===== src/rtl/mcs4_pkg.sv =====
// mcs4 -- shared types and constants for the MCS-4 system.
//
// Contents:
//   addr_t      : 12-bit ROM address as seen by the i4001 debug write port
//   ctl_op_t    : host command opcodes for mcs4_run_ctl
//   ctl_state_t : mcs4_run_ctl status / FSM state encoding
//   Cycle_clks  : clocks per i4004 machine cycle (one SYNC per cycle)
package mcs4;

  localparam int ADDR_W     = 12;
  localparam int LOAD_CNT_W = 10;
  localparam int Cycle_clks = 8;

  typedef logic [ADDR_W-1:0] addr_t;

  typedef enum logic [1:0] {
    OP_LOAD = 2'd0,
    OP_RUN  = 2'd1,
    OP_HALT = 2'd2,
    OP_STEP = 2'd3
  } ctl_op_t;

  typedef enum logic [2:0] {
    ST_RESET  = 3'd0,
    ST_HALTED = 3'd1,
    ST_LOAD   = 3'd2,
    ST_RUN    = 3'd3,
    ST_DRAIN  = 3'd4
  } ctl_state_t;

endpackage


===== src/rtl/mcs4_rom_loader.sv =====
// mcs4_rom_loader -- LOAD datapath of the run controller.
//
// Streams host image bytes into the i4001 ROM debug write port, one byte
// per clock. The FSM pulses 'start' to open a load; the loader reports the
// exit handshake on 'done' (combinational, same clock as the handshake).
//
// Ports:
//   clk, rst        : system clock, asynchronous active-low reset
//   start           : open a new load (clears counter and truncation flag)
//   done            : final byte of this load is being accepted
//   ld_valid/ready  : image byte handshake; ld_data byte, ld_last end marker
//   rom_addr/wdata  : registered ROM write address and data
//   rom_wen         : one-clock write strobe per accepted byte
//   load_cnt        : bytes written so far by the current/last load
//   load_trunc      : sticky, load filled ROM_BYTES without ld_last
module mcs4_rom_loader
  import mcs4::*;
#(
  parameter int ROM_BYTES = 512
) (
  input  logic                  clk,
  input  logic                  rst,
  input  logic                  start,
  output logic                  done,
  input  logic                  ld_valid,
  output logic                  ld_ready,
  input  logic [7:0]            ld_data,
  input  logic                  ld_last,
  output addr_t                 rom_addr,
  output logic [7:0]            rom_wdata,
  output logic                  rom_wen,
  output logic [LOAD_CNT_W-1:0] load_cnt,
  output logic                  load_trunc
);

  logic ld_fire;
  logic at_end;

  assign ld_fire = ld_valid && ld_ready;
  assign at_end  = (load_cnt == LOAD_CNT_W'(ROM_BYTES - 1));
  assign done    = ld_fire && (ld_last || at_end);

  // Byte counter, write register and truncation flag. The write strobe is
  // a single-clock pulse following each handshake; address and data hold
  // their last values between pulses. ld_ready closes in the clock after
  // the exit handshake, while that final byte's write pulse still goes out.
  always_ff @(posedge clk or negedge rst) begin
    if (!rst) begin
      ld_ready   <= 1'b0;
      rom_addr   <= '0;
      rom_wdata  <= '0;
      rom_wen    <= 1'b0;
      load_cnt   <= '0;
      load_trunc <= 1'b0;
    end else begin
      rom_wen <= 1'b0;
      if (start) begin
        load_cnt   <= '0;
        load_trunc <= 1'b0;
        ld_ready   <= 1'b1;
      end else if (ld_fire) begin
        rom_wen   <= 1'b1;
        rom_addr  <= addr_t'(load_cnt);
        rom_wdata <= ld_data;
        load_cnt  <= load_cnt + LOAD_CNT_W'(1);
        if (ld_last || at_end) begin
          ld_ready   <= 1'b0;
          load_trunc <= at_end && !ld_last;
        end
      end
    end
  end

endmodule


===== src/rtl/mcs4_run_ctl.sv =====
// mcs4_run_ctl -- run/load controller for the MCS-4 system.
//
// Sequences ROM/RAM/CPU resets, streams a host program image into the ROM
// debug write port (via mcs4_rom_loader) and gates the i4004 with a clock
// enable so the host can run, halt or single-step it on machine-cycle
// boundaries (SYNC).
//
// Ports:
//   clk, rst                  : system clock, asynchronous active-low reset
//   cmd_valid/ready, cmd_op   : host command handshake (LOAD/RUN/HALT/STEP)
//   ld_valid/ready, ld_data,
//   ld_last                   : image byte stream, accepted only in LOAD
//   rom_addr/wdata/wen        : ROM debug write port
//   rom_rst, ram_rst, cpu_rst : active-high subsystem resets
//   cpu_ce                    : i4004 clock enable
//   sync                      : i4004 SYNC, observed only while draining
//   state                     : controller state
//   load_cnt, load_trunc      : result of the last LOAD
//   cmd_err                   : sticky, non-HALT op issued while running
// All outputs are registered.
module mcs4_run_ctl
  import mcs4::*;
#(
  parameter int ROM_BYTES = 512,
  parameter int RST_CLKS  = 4
) (
  input  logic                  clk,
  input  logic                  rst,
  input  logic                  cmd_valid,
  output logic                  cmd_ready,
  input  ctl_op_t               cmd_op,
  input  logic                  ld_valid,
  output logic                  ld_ready,
  input  logic [7:0]            ld_data,
  input  logic                  ld_last,
  output addr_t                 rom_addr,
  output logic [7:0]            rom_wdata,
  output logic                  rom_wen,
  output logic                  rom_rst,
  output logic                  ram_rst,
  output logic                  cpu_rst,
  output logic                  cpu_ce,
  input  logic                  sync,
  output ctl_state_t            state,
  output logic [LOAD_CNT_W-1:0] load_cnt,
  output logic                  load_trunc,
  output logic                  cmd_err
);

  localparam int RST_CNT_W = (RST_CLKS > 1) ? $clog2(RST_CLKS) : 1;
  localparam logic [RST_CNT_W-1:0] RST_CNT_LAST = RST_CNT_W'(RST_CLKS - 1);

  ctl_state_t           state_q, state_n;
  logic [RST_CNT_W-1:0] rst_cnt_q, rst_cnt_n;
  logic                 cold_q, cold_n;
  logic                 step_q, step_n;
  logic                 cmd_err_n;
  logic                 cmd_fire;
  logic                 load_start;
  logic                 load_done;
  logic                 ram_pulse;

  assign cmd_fire = cmd_valid && cmd_ready;
  assign state    = state_q;

  // Next-state logic. 'cold' marks that the CPU must be held in reset
  // before it next runs (after power-up or a fresh image); it is cleared
  // when RUN or STEP is accepted. 'step' records that the current DRAIN
  // came from STEP rather than HALT.
  always_comb begin
    state_n    = state_q;
    rst_cnt_n  = rst_cnt_q;
    cold_n     = cold_q;
    step_n     = step_q;
    cmd_err_n  = cmd_err;
    load_start = 1'b0;
    ram_pulse  = 1'b0;
    case (state_q)
      ST_RESET: begin
        if (rst_cnt_q == RST_CNT_LAST) begin
          rst_cnt_n = '0;
          state_n   = ST_HALTED;
        end else begin
          rst_cnt_n = rst_cnt_q + RST_CNT_W'(1);
        end
      end
      ST_HALTED: begin
        if (cmd_fire) begin
          case (cmd_op)
            OP_LOAD: begin
              state_n    = ST_LOAD;
              load_start = 1'b1;
            end
            OP_RUN: begin
              state_n = ST_RUN;
              cold_n  = 1'b0;
              step_n  = 1'b0;
            end
            OP_STEP: begin
              state_n = ST_DRAIN;
              cold_n  = 1'b0;
              step_n  = 1'b1;
            end
            OP_HALT: begin
              state_n = ST_HALTED;
            end
          endcase
        end
      end
      ST_LOAD: begin
        if (load_done) begin
          state_n   = ST_HALTED;
          cold_n    = 1'b1;
          ram_pulse = 1'b1;
        end
      end
      ST_RUN: begin
        if (cmd_fire) begin
          if (cmd_op == OP_HALT) begin
            state_n = ST_DRAIN;
            step_n  = 1'b0;
          end else begin
            cmd_err_n = 1'b1;
          end
        end
      end
      ST_DRAIN: begin
        // Stop only once SYNC marks the end of a machine cycle, so the CPU
        // is always frozen on a cycle boundary.
        if (sync) begin
          state_n = ST_HALTED;
          step_n  = 1'b0;
        end
      end
      default: begin
        state_n = ST_RESET;
      end
    endcase
  end

  // State register and registered outputs. The outputs are decoded from
  // the next state so they change in the same clock as 'state'.
  always_ff @(posedge clk or negedge rst) begin
    if (!rst) begin
      state_q   <= ST_RESET;
      rst_cnt_q <= '0;
      cold_q    <= 1'b1;
      step_q    <= 1'b0;
      cmd_err   <= 1'b0;
      cmd_ready <= 1'b0;
      rom_rst   <= 1'b1;
      ram_rst   <= 1'b1;
      cpu_rst   <= 1'b1;
      cpu_ce    <= 1'b0;
    end else begin
      state_q   <= state_n;
      rst_cnt_q <= rst_cnt_n;
      cold_q    <= cold_n;
      step_q    <= step_n;
      cmd_err   <= cmd_err_n;
      cmd_ready <= (state_n == ST_HALTED) || (state_n == ST_RUN);
      rom_rst   <= (state_n == ST_RESET);
      ram_rst   <= (state_n == ST_RESET) || ram_pulse;
      cpu_rst   <= (state_n == ST_RESET) || cold_n;
      cpu_ce    <= (state_n == ST_RUN) || (state_n == ST_DRAIN);
    end
  end

  mcs4_rom_loader #(
    .ROM_BYTES (ROM_BYTES)
  ) u_loader (
    .clk        (clk),
    .rst        (rst),
    .start      (load_start),
    .done       (load_done),
    .ld_valid   (ld_valid),
    .ld_ready   (ld_ready),
    .ld_data    (ld_data),
    .ld_last    (ld_last),
    .rom_addr   (rom_addr),
    .rom_wdata  (rom_wdata),
    .rom_wen    (rom_wen),
    .load_cnt   (load_cnt),
    .load_trunc (load_trunc)
  );

endmodule


===== config.mk =====
export PLATFORM = sky130hd
export DESIGN_NAME = mcs4_run_ctl
export DESIGN_NICKNAME = d
export VERILOG_FILES = /design/src/rtl/mcs4_pkg.sv /design/src/rtl/mcs4_rom_loader.sv /design/src/rtl/mcs4_run_ctl.sv
export SDC_FILE = /design/constraint.sdc
export NUM_CORES = 1
export LEC_CHECK = 0
export CAP_MARGIN = 20
export CORE_MARGIN = 2
export CORE_UTILIZATION = 47
export DETAILED_ROUTE_END_ITERATION = 12
export HOLD_SLACK_MARGIN = 0.05
export PLACE_DENSITY = 0.91
export SYNTH_ARGS = -nofsm -noshare
export SYNTH_HDL_FRONTEND = slang
export SYNTH_SLANG_ARGS = --single-unit

===== constraint.sdc =====
create_clock -name clk -period 2.25 [get_ports clk]
set_input_delay 0.45 -clock clk [delete_from_list [all_inputs] [get_ports clk]]
set_output_delay 0.45 -clock clk [all_outputs]
set_load 0.02 [all_outputs]

==> impl_metrics.tcl, run 1 <==
set metrics [dict create \
    status "finished, final reports clean" \
    cp_max_fo 13 \
    cts_root_buf "clkbuf_8" \
    critPathKind "reg -> out" \
    setup_viol 0 \
    crit_required_ns 1.80 \
    start_kind "flop" \
    io-pin-count 58 \
    drc 0 \
    syn-cell-area_sq_um 2050 \
    place_congestion 0.949 \
    place_area_sq_um 2660 \
    finalCoreUtilization 0.642 \
    synth_compound_area_frac 0.0585 \
    clk_latency_ns 0.29 \
    muxShareOfSynthArea 0.136 \
    nFillCells 325 \
    fin_cells 279 \
    dp_cells 271 \
    synthSimpleGateAreaFrac 0.155 \
    htree_num_levels 2 \
    grt_start_max_net_pins 25 \
    vias 1433 \
    cp.arrival_ns 1.56 \
    ant_nets 0 \
    die_w_microns 70.1 \
    hp-class "in -> async" \
    crit_path_end "state[1]" \
    finalCriticalPeriod_ns 2.01 \
    nets 250 \
    synthCells 164 \
    synth_edf_count 0 \
    cpPeakStageDelay_ns 0.68 \
    holdBufCountCts 0 \
    path_clk_slew_ns 0.08 \
    synth.avg_cell_area_sq_um 12.5 \
    finClkSkew_ns 0.00788 \
    ctsLongestPathBuffers 2 \
    ir_drop_mv 0.439 \
    rsz0062_at_grt "no" \
    hold_slack_ns 0.0863 \
    crit_start "state[1]" \
    yosys.cell_types.count 47 \
    design_area_sq_um 2740 \
    viasPerCell 5.14 \
    rows 24 \
    cts.sinks 43 \
    port_buffers 55 \
    slew_violations 0 \
    antenna_cells 0 \
    max_freq_ghz 0.498 \
    end_kind "primary output" \
    post_cts_resized 0 \
    grt_pass1_wl_mm 6.98 \
    crit_buf_inv 1 \
    cts_setup_buffers 0 \
    grt_usage 0.180 \
    async_flop_share 1.00 \
    rrSetupSlack_ns 0.42 \
    finalCritPeriodShare 0.893 \
    setup_ws_ns 0.242 \
    synth_xor_area_frac 0.0384 \
    p_per_area_nw_per_um2 1050 \
    synth_top_family_by_area "simple AND/OR/NAND/NOR gates" \
    grt_remaining_overflow 0 \
    ys_ff_latch 43 \
    p_leak_nw 1.26 \
    hold_viol_final 0 \
    antenna_found_initial 0 \
    syn_to_final_growth_pct 33.4 \
    synthAdderAreaFrac 0.0488 \
    r2r_cells 4 \
    drive_gt1_frac 0.207 \
    maxCapViolCount 0 \
    ys_seq_area_frac 0.527 \
    synth_ff_type "dfrtp_1" \
    r2r_start "state[1]" \
    hpwl_mm 3.13 \
    tritoncts "built" \
    coreArea_sq_um 4260 \
    cts_buffers 5 \
    crit_chain "clkdlybuf4s50_1" \
    routed_wl_mm 4.10 \
    dpl_worst_slack_ns -0.0526 \
    slowest_stage "clkdlybuf4s50_1" \
    r2r-end "u_loader.rom_addr[8]" \
    fp.dieArea_sq_um 4910 \
    wl_per_cell_microns 14.7 \
    die_h_microns 70.1 \
    cp.depth 1 \
    path_delay_family "buffers and inverters" \
    yosysWarnings 0 \
    grt_pass1_vias 1470 \
    drt_iter0_markers 74 \
    firstDrtPassIters 4 \
    initial_utilization 0.481 \
]
flip-flops by register name, summed over array words and instances (netlist names):
name                 count
u_loader.rom_addr       10
u_loader.load_trunc      1
u_loader.rom_wdata       8
state                    3
u_loader.load_cnt       10
rom_rst                  1
cmd_err                  1
rst_cnt_q                2
u_loader.ld_ready        1
cold_q                   1
cpu_rst                  1
u_loader.rom_wen         1
ram_rst                  1
cpu_ce                   1
cmd_ready                1
cell families after synthesis:
group,Yosys count
AOI/OAI and AO/OA,13
xor gates and xnor gates,9
adders and majority gates,8
buffers and inverters,11
DFF,43
muxes,22
other,1
and+or+nand+nor,57
worst min-delay path by stage:
stage / from / endpoint / slack, ns / cells past startpoint
after floorplan: rst / cmd_err / 0.15 / 0
after global placement: rst / u_loader.rom_wdata[3] / 0.41 / 1
after detailed placement: rst / u_loader.rom_wdata[3] / 0.42 / 1
after CTS: rst / u_loader.rom_wdata[3] / 0.1 / 1
after global routing: rst / u_loader.rom_wdata[3] / 0.13 / 1
final: rst / u_loader.rom_wdata[3] / 0.09 / 1
metrics by stage:
| step | setup TNS, ns | total power [mW] |
|---|---|---|
| 3_5_place_dp | -0.123 | 2.44 |
| 5_1_grt | 0 | 3.05 |
| 3_3_place_gp | 0 | 2.39 |
| 6_report | 0 | 2.87 |
| 4_1_cts | 0 | 2.90 |
| 2_1_floorplan | 0 | 1.89 |
cell type report:
| type | count | area, sq um | share of cell area |
|---|---|---|---|
| clock buffers | 7 | 76.3 | 0.0279 |
| flip-flops and latches | 43 | 1080 | 0.395 |
| well taps | 52 | 65.1 | 0.0238 |
| repair buffers | 61 | 591 | 0.216 |
| inverters | 4 | 15.0 | 0.00548 |
| clock inverters | 1 | 5.00 | 0.00183 |
| multi-input cells | 111 | 905 | 0.330 |
report_power, final:
group	leakage, nW	internal [mW]	total [mW]	switching (mW)
Combinational	0.662	0.655	1.22	0.560
Sequential	0.556	1.01	1.20	0.184
Clock	0.0422	0.218	0.460	0.242
routing by layer:
metal	share of wire	track usage
met3	0.036	0.0289
met2	0.50	0.291
met5	0	0
met4	0.017	0.0769
met1	0.44	0.242
worst register-to-register path, stage by stage (launching register included):
cell and delay, ns:
dfrtp_1 0.52, and3b_1 0.30, and3_4 0.20, nand2b_4 0.32, mux2_2 0.38
Yosys cell counts (all sizes together) (2+ instances only):
library cell / n / share of area
ha: 8 / 0.049
nand3: 4 / 0.0098
buf: 6 / 0.025
dfstp: 4 / 0.051
mux2: 20 / 0.13
nand4: 5 / 0.015
inv: 4 / 0.0073
mux2i: 2 / 0.0098
nand2b: 4 / 0.017
xnor2: 3 / 0.013
nor3: 4 / 0.012
nor2: 15 / 0.027
or2: 2 / 0.0061
dfrtp: 39 / 0.48
nand2: 12 / 0.022
nor2b: 4 / 0.016
xor2: 6 / 0.026
and3: 2 / 0.0085
o22ai: 2 / 0.012
cells in the final DEF (no fill, tap or decap), drive strengths merged, types with 2 or more instances in the layout:
master         netlist  routed
xor2                 6       6
conb                 1       2
inv                  4       4
and3                 2       2
dfrtp               39      39
nand3                4       4
nand4                5       5
nand2b               4       4
nor3                 4       4
xnor2                3       3
clkdlybuf4s50        0      54
dfstp                4       4
clkbuf               1       7
o22ai                2       2
nor2                15      15
mux2                20      20
buf                  6       7
ha                   8       8
nor2b                4       4
or2                  2       2
nand2               12      12
mux2i                2       2
No activity file was read; power rests on OpenSTA's default activity.
==> run 2: changes to the inputs <==
--- a/config.mk
+++ b/config.mk
@@ -8,6 +8,8 @@
 export CAP_MARGIN = 20
 export CORE_MARGIN = 2
 export CORE_UTILIZATION = 47
+export CTS_CLUSTER_DIAMETER = 120
+export CTS_CLUSTER_SIZE = 14
 export DETAILED_ROUTE_END_ITERATION = 12
 export HOLD_SLACK_MARGIN = 0.05
 export PLACE_DENSITY = 0.91
==> results of run 2 <==
No change in the layout: final DEF, timing and power equal those of run 1.
